**config.mk**
```make
export PLATFORM = sky130hd
export DESIGN_NAME = sys_matmul_stream
export DESIGN_NICKNAME = d
export VERILOG_FILES = /design/src/rtl/sys_matmul_stream.sv
export SDC_FILE = /design/constraint.sdc
export NUM_CORES = 2
export LEC_CHECK = 0
export ABC_AREA = 1
export BUFFER_PORTS_ARGS = -buffer_cell sky130_fd_sc_hd__buf_2
export CORE_MARGIN = 1.5
export CORE_UTILIZATION = 50
export DETAILED_ROUTE_END_ITERATION = 10
export GPL_ROUTABILITY_DRIVEN = 0
export PLACE_DENSITY = 0.63
export SYNTH_ARGS = -nofsm -noshare
export SYNTH_HDL_FRONTEND = slang
export SYNTH_SLANG_ARGS = --single-unit
export TNS_END_PERCENT = 50
```
**constraint.sdc**
```tcl
create_clock -name CLK -period 12.9 [get_ports CLK]
set_input_delay 1.935 -clock CLK [delete_from_list [all_inputs] [get_ports CLK]]
set_output_delay 1.935 -clock CLK [all_outputs]
set_load 0.03 [all_outputs]
```
**src/rtl/sys_matmul_stream.sv**
```systemverilog
// sys_matmul_stream: streaming N x N signed matrix multiply, C = A*B.
// A and B arrive as one serial beat stream, are buffered, and are fed with
// row/column skew into an output-stationary systolic array. C is then
// returned row-major with out_last on the final element.
// Optional macro SYS_ACCUM_EN adds the accum port. With accum=1 on the final
// input beat, the array keeps the previous job's sums (C += A*B).
//
// Handshakes: a beat transfers on a rising CLK edge where valid and ready
// are both high. The producer holds valid and data until that edge. Ready
// may be low while valid is high. in_vld is ignored outside LOAD, and
// out_rdy is ignored outside DRAIN.
module sys_matmul_stream #(
  parameter int N     = 4,
  parameter int DW    = 8,
  parameter int ACC_W = 2*DW+$clog2(N)
) (
  input  logic                    CLK,
  input  logic                    rstb,
  input  logic                    in_vld,
  output logic                    in_rdy,
  input  logic signed [DW-1:0]    a_in,
  input  logic signed [DW-1:0]    b_in,
  output logic                    out_vld,
  input  logic                    out_rdy,
  output logic signed [ACC_W-1:0] c_out,
  output logic                    out_last,
  output logic                    busy,
  output logic [1:0]              dbg_state
`ifdef SYS_ACCUM_EN
  ,
  input  logic                    accum
`endif
);

  localparam int IW = $clog2(N);
  localparam int CW = $clog2(3*N);

  typedef enum logic [1:0] {LOAD = 2'd0, COMPUTE = 2'd1, DRAIN = 2'd2} state_t;

  state_t state, state_nxt;

  logic [IW-1:0] ld_i, ld_k;
  logic [IW-1:0] out_r, out_c, nxt_r, nxt_c;
  logic [CW-1:0] cyc;
  logic          in_hs, out_hs, last_beat, keep, clr;

  logic signed [DW-1:0]    a_buf  [N][N];
  logic signed [DW-1:0]    b_buf  [N][N];
  logic signed [DW-1:0]    a_feed [N];
  logic signed [DW-1:0]    b_feed [N];
  logic signed [DW-1:0]    a_pipe [N][N];
  logic signed [DW-1:0]    b_pipe [N][N];
  logic signed [2*DW-1:0]  prod   [N][N];
  logic signed [ACC_W-1:0] acc    [N][N];

  assign in_rdy    = rstb && (state == LOAD);
  assign busy      = (state == COMPUTE) || (state == DRAIN);
  assign dbg_state = state;
  assign in_hs     = in_vld && (state == LOAD);
  assign out_hs    = out_vld && out_rdy && (state == DRAIN);
  assign last_beat = (ld_i == IW'(N-1)) && (ld_k == IW'(N-1));

`ifdef SYS_ACCUM_EN
  assign keep = accum;
`else
  assign keep = 1'b0;
`endif
  assign clr = in_hs && last_beat && !keep;

  // State register.
  always_ff @(posedge CLK or negedge rstb) begin
    if (!rstb) state <= LOAD;
    else       state <= state_nxt;
  end

  // Next-state logic: LOAD -> COMPUTE -> DRAIN -> LOAD.
  always_comb begin
    state_nxt = state;
    case (state)
      LOAD:    if (in_hs && last_beat) state_nxt = COMPUTE;
      COMPUTE: if (cyc == CW'(3*N-2)) state_nxt = DRAIN;
      DRAIN:   if (out_hs && out_last) state_nxt = LOAD;
      default: state_nxt = LOAD;
    endcase
  end

  // Beat t = k*N + i carries A[i][k] and B[k][i]. Store them transposed-free.
  always_ff @(posedge CLK or negedge rstb) begin
    if (!rstb) begin
      ld_i <= '0;
      ld_k <= '0;
      for (int i = 0; i < N; i++)
        for (int j = 0; j < N; j++) begin
          a_buf[i][j] <= '0;
          b_buf[i][j] <= '0;
        end
    end else if (in_hs) begin
      a_buf[ld_i][ld_k] <= a_in;
      b_buf[ld_k][ld_i] <= b_in;
      if (ld_i == IW'(N-1)) begin
        ld_i <= '0;
        ld_k <= last_beat ? '0 : ld_k + 1'b1;
      end else begin
        ld_i <= ld_i + 1'b1;
      end
    end
  end

  // Compute-cycle counter. It restarts at 0 on every entry to COMPUTE.
  always_ff @(posedge CLK or negedge rstb) begin
    if (!rstb)                 cyc <= '0;
    else if (state == COMPUTE) cyc <= cyc + 1'b1;
    else                       cyc <= '0;
  end

  // Skewed feed: row i sees A[i][c-i], column j sees B[c-j][j], else zero.
  always_comb begin
    for (int i = 0; i < N; i++) begin
      a_feed[i] = '0;
      b_feed[i] = '0;
    end
    if (state == COMPUTE) begin
      for (int i = 0; i < N; i++) begin
        if ((int'(cyc) >= i) && (int'(cyc) < i + N)) begin
          a_feed[i] = a_buf[i][IW'(int'(cyc) - i)];
          b_feed[i] = b_buf[IW'(int'(cyc) - i)][i];
        end
      end
    end
  end

  // Full-precision per-PE product.
  always_comb begin
    for (int i = 0; i < N; i++)
      for (int j = 0; j < N; j++)
        prod[i][j] = a_pipe[i][j] * b_pipe[i][j];
  end

  // Systolic array: A flows right, B flows down, and each PE accumulates in place.
  always_ff @(posedge CLK or negedge rstb) begin
    if (!rstb) begin
      for (int i = 0; i < N; i++)
        for (int j = 0; j < N; j++) begin
          a_pipe[i][j] <= '0;
          b_pipe[i][j] <= '0;
          acc[i][j]    <= '0;
        end
    end else begin
      if (state == COMPUTE) begin
        for (int i = 0; i < N; i++) begin
          a_pipe[i][0] <= a_feed[i];
          b_pipe[0][i] <= b_feed[i];
          for (int j = 1; j < N; j++) begin
            a_pipe[i][j] <= a_pipe[i][j-1];
            b_pipe[j][i] <= b_pipe[j-1][i];
          end
        end
      end else begin
        for (int i = 0; i < N; i++)
          for (int j = 0; j < N; j++) begin
            a_pipe[i][j] <= '0;
            b_pipe[i][j] <= '0;
          end
      end
      for (int i = 0; i < N; i++)
        for (int j = 0; j < N; j++) begin
          if (clr)
            acc[i][j] <= '0;
          else if (state == COMPUTE)
            acc[i][j] <= acc[i][j] +
                         {{(ACC_W-2*DW){prod[i][j][2*DW-1]}}, prod[i][j]};
        end
    end
  end

  // Row-major successor of the current output index.
  always_comb begin
    nxt_r = out_r;
    nxt_c = out_c + 1'b1;
    if (out_c == IW'(N-1)) begin
      nxt_c = '0;
      nxt_r = out_r + 1'b1;
    end
  end

  // Registered result stream. PE(0,0) is final long before the DRAIN entry edge.
  always_ff @(posedge CLK or negedge rstb) begin
    if (!rstb) begin
      out_vld  <= 1'b0;
      out_last <= 1'b0;
      c_out    <= '0;
      out_r    <= '0;
      out_c    <= '0;
    end else if ((state == COMPUTE) && (state_nxt == DRAIN)) begin
      out_vld  <= 1'b1;
      out_last <= 1'b0;
      c_out    <= acc[0][0];
      out_r    <= '0;
      out_c    <= '0;
    end else if (out_hs) begin
      if (out_last) begin
        out_vld  <= 1'b0;
        out_last <= 1'b0;
      end else begin
        out_r    <= nxt_r;
        out_c    <= nxt_c;
        c_out    <= acc[nxt_r][nxt_c];
        out_last <= (nxt_r == IW'(N-1)) && (nxt_c == IW'(N-1));
      end
    end
  end

endmodule

```
==> run summary <==
• **Max Cap Violations** 0
• **share of the clock period used by the worst path after layout** 45.92%
• **post-route worst setup slack** 6976 ps
• **critical path arrival** 6580 ps
• **total die area** 184,600 µm²
• **relative slew slack** 24.47%
• **final setup violation count** 0
• **remaining routing DRC violations** 0
• **power density over the cells** 60.97 nW/µm²
• **post-detailed-routing wire length** 254,600 µm
• **Crit path largest cell delay** 540 ps
• **type of the setup path with the least slack** reg2reg
• **horizontal die dimension** 429.6 µm
• **Synth Area in Compound Gates** 11.53%
• **area share of fa/ha/maj cells after synthesis** 30.07%
• **CTS root buffer** sky130_fd_sc_hd__clkbuf_16
• **leading cell type in the layout, fill and taps excluded** sky130_fd_sc_hd__inv_1
• **Worst Tran Pin Value** 1130 ps
• **clk sinks** 834
• **simple-gate share of the synthesized area** 18.03%
• **Resized cells post-CTS** 0
• **setup repair after global routing missed its margin** false
• **maximum number of buffers from clock root to sink** 3
• **# hold bufs at CTS** 0
• **number of instances in the synthesized netlist** 12,250
• **layout cell share with drive strength beyond 1** 2.877%
• **post-synthesis average cell area** 7.432 µm²
• **overall track demand over capacity in global routing** 28.09%
• **Worst Path Buf+Inv** 5
• **most used cells in the layout excluding fill and tap cells** 2,996 x sky130_fd_sc_hd__inv_1, 2,880 x sky130_fd_sc_hd__nand2_1, 896 x sky130_fd_sc_hd__fa_1
• **status** completed
• **vias per cell** 5.258
• **post-synthesis instance area** 91,010 µm²
• **placeable core region** 180,700 µm²
• **overflow left after global routing** 0
• **Row Count** 156
• **dominant combinational cell family by area after synthesis** adder cells
• **count of cell types in the netlist** 46
• **cell area reported after detailed placement** 92,600 µm²
• **clock tree from TritonCTS** done
• **clock-pin transition on the worst setup and hold timing paths** 60 ps
• **Worst EP required** 13,550 ps
• **HP Class** reg2reg
• **largest net degree at the start of global routing** 177
• **FF-to-FF setup slack** 6980 ps
• **CP Capture Type** register
• **sequential area share after synthesis** 22.93%
• **highest clock rate** 168.8 MHz
• **critical-path cell with the highest stage delay** sky130_fd_sc_hd__fa_1
• **worst-path maximum fanout** 9
• **Area Overhead vs Synth** 5.851%
• **proportion of synthesized area in mux cells** 0%
• **number of max-slew violations in the final report** 0
• **detailed placement HPWL** 197,600 µm
• **height of the die** 429.6 µm
• **routed via count** 75,790
• **Final Hold Viols** 0
• **antenna violations before repair** 12
• **xor and xnor fraction of the mapped netlist area** 2.686%
• **# nets final** 13,610
• **VDD IR max** 0.0001390 V
• **Post-Route Setup TNS** 0 ps
• **Async S/R FF share, synth** 100.0%
• **post-synth net total** 13,920
• **drt first pass iters** 8
• **clock buffer count from CTS** 101
• **Finished Cell Area** 96,340 µm²
• **crit start category** register
• **number of top-level pins** 44
• **Iteration-0 DRC Markers** 5,526
• **clock latency reported for the late side of the worst-skew pair** 820 ps
• **final setup skew** 122.8 ps
• **static power due to leakage** 59.13 nW
• **wire length of the first global-routing pass** 413,500 µm
• **minimum period implied by the final worst setup slack** 5924 ps
• **post-layout utilization of the core** 53.30%
• **worst slack after detailed placement** 6825 ps
• **Main synth FF type** sky130_fd_sc_hd__dfrtp_1
• **initial core utilization** 50.36%
• **CTS H-tree depth** 3
• **warnings from Yosys** 0
• **synthesized flop and latch total** 834
• **antenna-violating nets left** 0
• **cell family with the largest share of critical-path delay** adder cells
• **number of buffers inserted by post-CTS setup repair** 0
• **vias in the first global route** 77,480
• **count of buffers from port buffering** 43
• **number of enable-type register cells in the synthesized netlist** 0
• **average wire length per cell after detail routing** 17.66 µm
-- synth_stat cells (20+ instances only) --
master / count / area, µm²
sky130_fd_sc_hd__ha_1: 754 / 9434
sky130_fd_sc_hd__nand3b_1: 20 / 150.1
sky130_fd_sc_hd__a21o_1: 54 / 405.4
sky130_fd_sc_hd__nand3_1: 517 / 2587
sky130_fd_sc_hd__nor2_1: 529 / 1986
sky130_fd_sc_hd__inv_1: 2997 / 11250
sky130_fd_sc_hd__xnor2_1: 106 / 928.4
sky130_fd_sc_hd__nand2_1: 2880 / 10810
sky130_fd_sc_hd__o211ai_1: 189 / 1419
sky130_fd_sc_hd__dfrtp_1: 834 / 20870
sky130_fd_sc_hd__o21ai_0: 644 / 3223
sky130_fd_sc_hd__xor2_1: 170 / 1489
sky130_fd_sc_hd__nand4_1: 51 / 319.1
sky130_fd_sc_hd__a21oi_1: 769 / 3849
sky130_fd_sc_hd__or2_2: 40 / 250.2
sky130_fd_sc_hd__o21bai_1: 24 / 180.2
sky130_fd_sc_hd__clkbuf_1: 371 / 1393
sky130_fd_sc_hd__nor3_1: 36 / 180.2
sky130_fd_sc_hd__o31ai_1: 48 / 360.4
sky130_fd_sc_hd__o22ai_1: 56 / 350.3
sky130_fd_sc_hd__buf_2: 87 / 435.4
sky130_fd_sc_hd__fa_1: 896 / 17940
sky130_fd_sc_hd__a31oi_1: 39 / 244.0
sky130_fd_sc_hd__a21boi_0: 42 / 315.3
-- power by group --
| part | switching, mW | internal [mW] | leakage [nW] |
|---|---|---|---|
| sequential | 0 | 2.62 | 10.1 |
| combinational | 0.0753 | 0.00585 | 47.2 |
| clock | 1.30 | 1.87 | 1.79 |
| total | 1.38 | 4.50 | 59.1 |
-- cell families after synthesis --
family | count (synthesis)
adders and majority gates | 1650
AOI/OAI and AO/OA | 1884
and+or+nand+nor | 4091
buffers and inverters | 3510
xor gates and xnor gates | 277
DFF | 834
-- final timing paths --
check | from | to | depth (start not counted)
setup reg to reg | a_pipe[77]$_DFF_PN0_ | acc[179]$_DFFE_PN0P_ | 28
setup / recovery | a_pipe[77]$_DFF_PN0_ | acc[179]$_DFFE_PN0P_ | 28
min in group asynchronous | rstb | b_buf[43]$_DFFE_PN0P_ | 1
hold reg to reg | c_out[14]$_DFFE_PN0P_ | c_out[14]$_DFFE_PN0P_ | 2
hold / removal | c_out[14]$_DFFE_PN0P_ | c_out[14]$_DFFE_PN0P_ | 2
max in group asynchronous | rstb | a_pipe[94]$_DFF_PN0_ | 5
-- metal layers --
| layer | global-route usage, % | up-vias | part of all wire, % |
|---|---|---|---|
| met3 | 3.432 | 478 | 5.5 |
| met1 | 36.21 | 36610 | 42 |
| li1 | - | 36670 | - |
| met5 | 0 | - | 0.0082 |
| met4 | 13.43 | 4 | 4.9 |
| met2 | 46.92 | 2037 | 47 |
-- per-stage QoR --
step / power, mW / instances / hold WS, ps
after floorplan: 2.675 / 12250 / 453.5
after global placement: 2.748 / 14210 / 462.0
after detailed placement: 2.749 / 14210 / 466.2
after CTS: 5.934 / 14400 / 482.5
after global routing: 6.043 / 14410 / 507.5
final: 5.874 / 14410 / 478.7
-- layout make-up --
cell class                      instances  area (µm²)
Timing Repair Buffer                   97       655.6
Inverter                             3007       11290
Clock buffer                          132        2814
Sequential cell                       834       20870
Multi-Input combinational cell       7902       56810
Clock inverter                         55       883.3
Tap cell                             2370        2965
Antenna cell                           17       42.54
Fill cell                           17410       84400
-- worst min-delay path, cell delays in order (launching register included) --
cell and delay, ps:
sky130_fd_sc_hd__dfrtp_1 340, sky130_fd_sc_hd__nand2_1 50, sky130_fd_sc_hd__nand2_1 50
-- state kept, by name (all words and copies together), names as in the netlist --
| signal | cells |
|---|---|
| acc | 288 |
| a_buf | 128 |
| a_pipe | 128 |
| b_buf | 128 |
| b_pipe | 128 |
| c_out | 18 |
| cyc | 4 |
| dbg_state | 2 |
| ld_i | 2 |
| ld_k | 2 |
| out_c | 2 |
| out_r | 2 |
| out_last | 1 |
| out_vld | 1 |
Note: power is estimated with default switching activity, not from simulation.
